===== config.mk =====
export PLATFORM = sky130hd
export DESIGN_NAME = pc_next_ctrl_flat
export DESIGN_NICKNAME = d
export VERILOG_FILES = /design/src/rtl/pc_next_ctrl_if.sv /design/src/rtl/pc_next_ctrl.sv /design/src/flat_wrapper.sv
export SDC_FILE = /design/constraint.sdc
export NUM_CORES = 1
export LEC_CHECK = 0
export ABC_AREA = 1
export ABC_CLOCK_PERIOD_IN_PS = 1500
export CORE_ASPECT_RATIO = 1.5
export CORE_MARGIN = 3
export CORE_UTILIZATION = 35
export DETAILED_ROUTE_END_ITERATION = 10
export PLACE_DENSITY = 0.79
export SYNTH_ARGS = -nofsm -noshare
export SYNTH_HDL_FRONTEND = slang
export SYNTH_SLANG_ARGS = --single-unit

===== constraint.sdc =====
create_clock -name clk -period 1.5 [get_ports clk]
set_input_delay 0.3 -clock clk [delete_from_list [all_inputs] [get_ports clk]]
set_output_delay 0.3 -clock clk [all_outputs]
set_load 0.005 [all_outputs]

===== src/rtl/pc_next_ctrl_if.sv =====
// Bundle between the next-PC controller and its fetch/execute/data-memory neighbours.
// The controller takes the slave modport; whoever drives pc/stall/branch/etc. takes master.
interface pc_next_ctrl_if;
    logic [31:0] pc;
    logic        stall;
    logic        br_taken;
    logic [31:0] br_target;
    logic        rti;
    logic        int_req;
    logic [31:0] dmem_rdata;
    logic        pc_src;
    logic [31:0] ext_addr;
    logic        flush;
    logic        dmem_rd;
    logic [31:0] dmem_addr;
    logic        int_ack;
    logic [31:0] epc;
    logic        align_err;

    modport master (
        output pc, stall, br_taken, br_target, rti, int_req, dmem_rdata,
        input  pc_src, ext_addr, flush, dmem_rd, dmem_addr, int_ack, epc, align_err
    );

    modport slave (
        input  pc, stall, br_taken, br_target, rti, int_req, dmem_rdata,
        output pc_src, ext_addr, flush, dmem_rd, dmem_addr, int_ack, epc, align_err
    );
endinterface


===== src/rtl/pc_next_ctrl.sv =====
// Next-PC select, IF/ID flush, EPC and 3-cycle vectored interrupt entry.
// Optional: PC_CTRL_ALIGN_CHK_EN forces redirect bit0 low and flags align_err.
module pc_next_ctrl #(
    parameter logic [31:0] INT_VECTOR_ADDR = 32'h0000_0000
) (
    input logic          clk,
    input logic          reset,
    pc_next_ctrl_if.slave b
);
    typedef enum logic [1:0] {RUN, INT_RD, INT_JMP} state_e;

    state_e      state_q, state_d;
    logic [31:0] epc_q, epc_d;
    logic        int_en_q, int_en_d;

    logic        pc_src;
    logic [31:0] raw_addr;
    logic        int_accept;

    // Interrupts are only taken on a clean cycle: no branch, no rti, no stall.
    assign int_accept = !b.br_taken && !b.rti && b.int_req && int_en_q && !b.stall;

    always_ff @(posedge clk) begin
        if (reset) begin
            state_q  <= RUN;
            epc_q    <= 32'h0;
            int_en_q <= 1'b1;
        end else begin
            state_q  <= state_d;
            epc_q    <= epc_d;
            int_en_q <= int_en_d;
        end
    end

    always_comb begin
        state_d  = state_q;
        epc_d    = epc_q;
        int_en_d = int_en_q;
        case (state_q)
            RUN: begin
                if (!b.br_taken && b.rti) begin
                    int_en_d = 1'b1;
                end else if (int_accept) begin
                    epc_d    = b.pc;
                    int_en_d = 1'b0;
                    state_d  = INT_RD;
                end
            end
            INT_RD:  state_d = INT_JMP;
            INT_JMP: state_d = RUN;
            default: state_d = RUN;
        endcase
    end

    always_comb begin
        pc_src      = 1'b0;
        raw_addr    = 32'h0;
        b.flush     = 1'b0;
        b.dmem_rd   = 1'b0;
        b.dmem_addr = 32'h0;
        b.int_ack   = 1'b0;
        if (!reset) begin
            case (state_q)
                RUN: begin
                    if (b.br_taken) begin
                        pc_src   = 1'b1;
                        raw_addr = b.br_target;
                        b.flush  = 1'b1;
                    end else if (b.rti) begin
                        pc_src   = 1'b1;
                        raw_addr = epc_q;
                        b.flush  = 1'b1;
                    end else if (int_accept) begin
                        pc_src   = 1'b1;
                        raw_addr = b.pc;
                        b.flush  = 1'b1;
                    end else if (b.stall) begin
                        pc_src   = 1'b1;
                        raw_addr = b.pc;
                    end
                end
                INT_RD: begin
                    pc_src      = 1'b1;
                    raw_addr    = epc_q;
                    b.flush     = 1'b1;
                    b.dmem_rd   = 1'b1;
                    b.dmem_addr = INT_VECTOR_ADDR;
                end
                INT_JMP: begin
                    pc_src    = 1'b1;
                    raw_addr  = b.dmem_rdata;
                    b.flush   = 1'b1;
                    b.int_ack = 1'b1;
                end
                default: ;
            endcase
        end
    end

    assign b.pc_src = pc_src;
    assign b.epc    = epc_q;

`ifdef PC_CTRL_ALIGN_CHK_EN
    assign b.ext_addr  = pc_src ? {raw_addr[31:1], 1'b0} : raw_addr;
    assign b.align_err = pc_src & raw_addr[0];
`else
    assign b.ext_addr  = raw_addr;
    assign b.align_err = 1'b0;
`endif
endmodule


===== src/flat_wrapper.sv =====
// flat-port wrapper written by rule: the top's interface ports become plain ports
module pc_next_ctrl_flat 
#(
    parameter logic [31:0] INT_VECTOR_ADDR = 32'h0000_0000
)
  (clk, reset, b_pc, b_stall, b_br_taken, b_br_target, b_rti, b_int_req, b_dmem_rdata, b_pc_src, b_ext_addr, b_flush, b_dmem_rd, b_dmem_addr, b_int_ack, b_epc, b_align_err);
  pc_next_ctrl_if b_i ();
  input logic clk;
  input logic reset;
  input wire logic [$bits(b_i.pc)-1:0] b_pc;
  input wire logic [$bits(b_i.stall)-1:0] b_stall;
  input wire logic [$bits(b_i.br_taken)-1:0] b_br_taken;
  input wire logic [$bits(b_i.br_target)-1:0] b_br_target;
  input wire logic [$bits(b_i.rti)-1:0] b_rti;
  input wire logic [$bits(b_i.int_req)-1:0] b_int_req;
  input wire logic [$bits(b_i.dmem_rdata)-1:0] b_dmem_rdata;
  output wire logic [$bits(b_i.pc_src)-1:0] b_pc_src;
  output wire logic [$bits(b_i.ext_addr)-1:0] b_ext_addr;
  output wire logic [$bits(b_i.flush)-1:0] b_flush;
  output wire logic [$bits(b_i.dmem_rd)-1:0] b_dmem_rd;
  output wire logic [$bits(b_i.dmem_addr)-1:0] b_dmem_addr;
  output wire logic [$bits(b_i.int_ack)-1:0] b_int_ack;
  output wire logic [$bits(b_i.epc)-1:0] b_epc;
  output wire logic [$bits(b_i.align_err)-1:0] b_align_err;
  assign b_i.pc = b_pc;
  assign b_i.stall = b_stall;
  assign b_i.br_taken = b_br_taken;
  assign b_i.br_target = b_br_target;
  assign b_i.rti = b_rti;
  assign b_i.int_req = b_int_req;
  assign b_i.dmem_rdata = b_dmem_rdata;
  assign b_pc_src = b_i.pc_src;
  assign b_ext_addr = b_i.ext_addr;
  assign b_flush = b_i.flush;
  assign b_dmem_rd = b_i.dmem_rd;
  assign b_dmem_addr = b_i.dmem_addr;
  assign b_int_ack = b_i.int_ack;
  assign b_epc = b_i.epc;
  assign b_align_err = b_i.align_err;
  pc_next_ctrl #(.INT_VECTOR_ADDR(INT_VECTOR_ADDR)) u_core (.clk(clk), .reset(reset), .b(b_i));
endmodule

==> results.ini <==
[outcome]
status=finished with violations
violations=setup timing

[clocking]
cts_tree=done
cts_made_buffers=5
clkTransAtPathRegs_ns=0.06
cts_sinks=35
clock_path_buffers=2
cts-root-buf=clkbuf_16
ctsHoldBuffers=0
h-tree-depth=2
clk_latency_ns=0.28

[logic_synthesis]
avgSynthCellArea_um2=5.47
synth_top_area_frac=0.205
syn_area_um2=3420
ys_ff_latch=35
yosysWarnings=0
synth_area_leader_cell=dfxtp_1
synth_area_leaders=dfxtp_1 20%, nor2_1 13%, nand2_1 13%
ys_types=22
syn_inst=625
ys_seq_area_frac=0.205

[pwr]
p_sw_frac=0.330
switching_power_mw=1.35
powerDensity_nw_per_um2=567
pwr-share-comb=0.462
p_leak_nw=3.59
p_seq_frac=0.254
p_int_mw=2.75
max-vdd-ir-drop_v=0.000556
power_frac_clock=0.284
p_total_mw=4.10

[hold_path]
min_to=u_core.int_en_q$_SDFFE_PP1P_
hp-class=reg2reg
hold_depth=2
hold_start=u_core.int_en_q$_SDFFE_PP1P_

[floorplanning]
coreArea_um2=9360
dieArea_um2=11000
start_util=0.365
die_x_um=86.7
fp-row-count=43
ios=203
die_h_um=127

[critical_path]
critPathMaxFanout=11
reg2reg_depth=9
reg2reg_from=u_core.state_q[1]$_SDFFE_PP0P_
path_class=reg2out
worstPathArrival_ns=1.66
cp-start-kind=register
critPathCaptureType=output port
cp.required_ns=1.20
reg2reg_to=u_core.b.epc[11]$_SDFFE_PP0P_
r2r_slack_ns=-0.20

[timing]
fin_worst_skew_ns=0.00399
rsz0062_at_grt=yes
setup_viol=69
fin_ws_ns=-0.463
hold_violations=0
fin_crit_sh=1.31
max_clock_freq_ghz=0.509
period_minus_slack_ns=1.96
report.final.slew_viol_count=0

[grt]
grt_overflow=0
grt_pass1_wl_mm=25.9
grt_max_degree=34
antenna_found_initial=1
track_usage=0.297
grt_pass1_vias=5260

[run]
drv_cap=0

[detailed_routing]
drt_iter0_markers=548
wl_per_cell_um=18.9
ant_nets=0
dr.pass1.iters=5
route.detailed.drc=0
via_count=5487
via_per_inst=5.40
finalWirelength_mm=19.2

[cells_and_area]
fin_nets=1010
drive_gt1_frac=0.424
syn2layout_area_growth_pct=111

[placed_design]
dpl.hpwl_mm=10.6
pre_cts_ws_ns=-1.01
place_congestion=0.905
port_buffers=169

final cells by class:
class	instances	area [µm²]
diodes	1	2.50
clock buffers	6	129
clock inverters	1	30.0
fillers	612	2140
inverters	101	399
multi-input cells	455	2820
flip-flops and latches	35	724
well taps	112	140
repair buffers	305	2980
worst max-delay path by stage:
stage / startpoint / end / slack (ns) / cells after the start
finish: u_core.state_q[0]$_SDFFE_PP0P_ / b_ext_addr[23] / -0.46 / 6
floorplan: u_core.state_q[1]$_SDFFE_PP0P_ / b_ext_addr[10] / 0.001 / 7
detailed placement: b_rti / b_ext_addr[0] / -1.01 / 9
global placement: b_rti / b_ext_addr[0] / -0.95 / 9
global route: u_core.state_q[1]$_SDFFE_PP0P_ / b_ext_addr[25] / -0.50 / 9
CTS: u_core.state_q[0]$_SDFFE_PP0P_ / b_ext_addr[23] / -0.47 / 9
cell usage after synthesis, drive strengths merged:
| cell | number |
|---|---|
| nand3 | 60 |
| dfxtp | 35 |
| a21oi | 45 |
| o21ai | 58 |
| clkbuf | 23 |
| nand2 | 119 |
| ha | 5 |
| or2 | 7 |
| nand4 | 1 |
| buf | 47 |
| inv | 101 |
| conb | 1 |
| nor2 | 123 |
critical path, stage by stage (launching register included):
cell     delay (ns)
dfxtp_4        0.38
ha_4           0.18
or2_4          0.27
buf_6          0.14
buf_12         0.14
nor2_1         0.13
buf_2          0.13
repair_timing:
item	4_1_cts	5_1_grt
pin swaps	54	54
gates cloned	11	6
endpoints found under the hold margin	0	0
setup endpoints to repair	102	71
gates resized for setup	350	154
setup buffers	46	7
flip-flops by register name, indices dropped and copies added, names as in the netlist:
signal	count
u_core.int_en_q	1
u_core.b.epc	32
u_core.state_q	2
per-stage QoR:
step                      cell area, µm²  hold slack, ns   util  instances  TNS [ns]
after floorplan                     3680           0.369      -        657         0
after global placement              5660           0.441  0.604        943    -42.74
after CTS                           6710           0.484  0.716       1007    -21.87
after detailed placement            5660           0.449  0.604        943    -45.01
after global routing                7230           0.500  0.772       1016    -21.30
final                               7230           0.478  0.772       1016    -18.33
power by group through the flow:
stage          clock, mW  combinational, mW  sequential [mW]
2_1_floorplan          0              0.647             1.06
3_3_place_gp           0               1.41             1.05
3_5_place_dp           0               1.43             1.05
4_1_cts             1.18               1.66             1.04
5_1_grt             1.23               2.00             1.05
6_report            1.16               1.89             1.04
layout by cell type (no fill, tap or decap), types with 6 or more instances in the layout:
| master | n |
|---|---|
| clkbuf_16 | 9 |
| inv_1 | 90 |
| buf_8 | 11 |
| dlygate4sd2_1 | 34 |
| buf_6 | 28 |
| nand2_2 | 18 |
| clkdlybuf4s50_1 | 96 |
| conb_1 | 33 |
| nand2_4 | 6 |
| nor2_1 | 75 |
| buf_2 | 37 |
| nand3_1 | 54 |
| dfxtp_1 | 20 |
| o21ai_2 | 38 |
| o21ai_1 | 15 |
| nand2_1 | 93 |
| buf_12 | 11 |
| or2_2 | 6 |
| nor2_4 | 19 |
| a21oi_2 | 40 |
| inv_2 | 7 |
| dfxtp_2 | 13 |
| nor2_2 | 28 |
| buf_4 | 78 |
per-layer routing:
layer / GRT usage / share of wire
met5: 0 / 0
met4: 0.153 / 0.074
met3: 0.0477 / 0.081
met2: 0.564 / 0.52
met1: 0.304 / 0.32
cells by family after synthesis:
| group | Yosys count | share of synthesized area |
|---|---|---|
| other | 1 | 0.00110 |
| AOI/OAI and AO/OA | 103 | 0.151 |
| adders and majority gates | 5 | 0.0183 |
| and+or+nand+nor | 310 | 0.387 |
| buffers and inverters | 171 | 0.237 |
| DFF | 35 | 0.205 |
(Power assumes the default switching activity.)
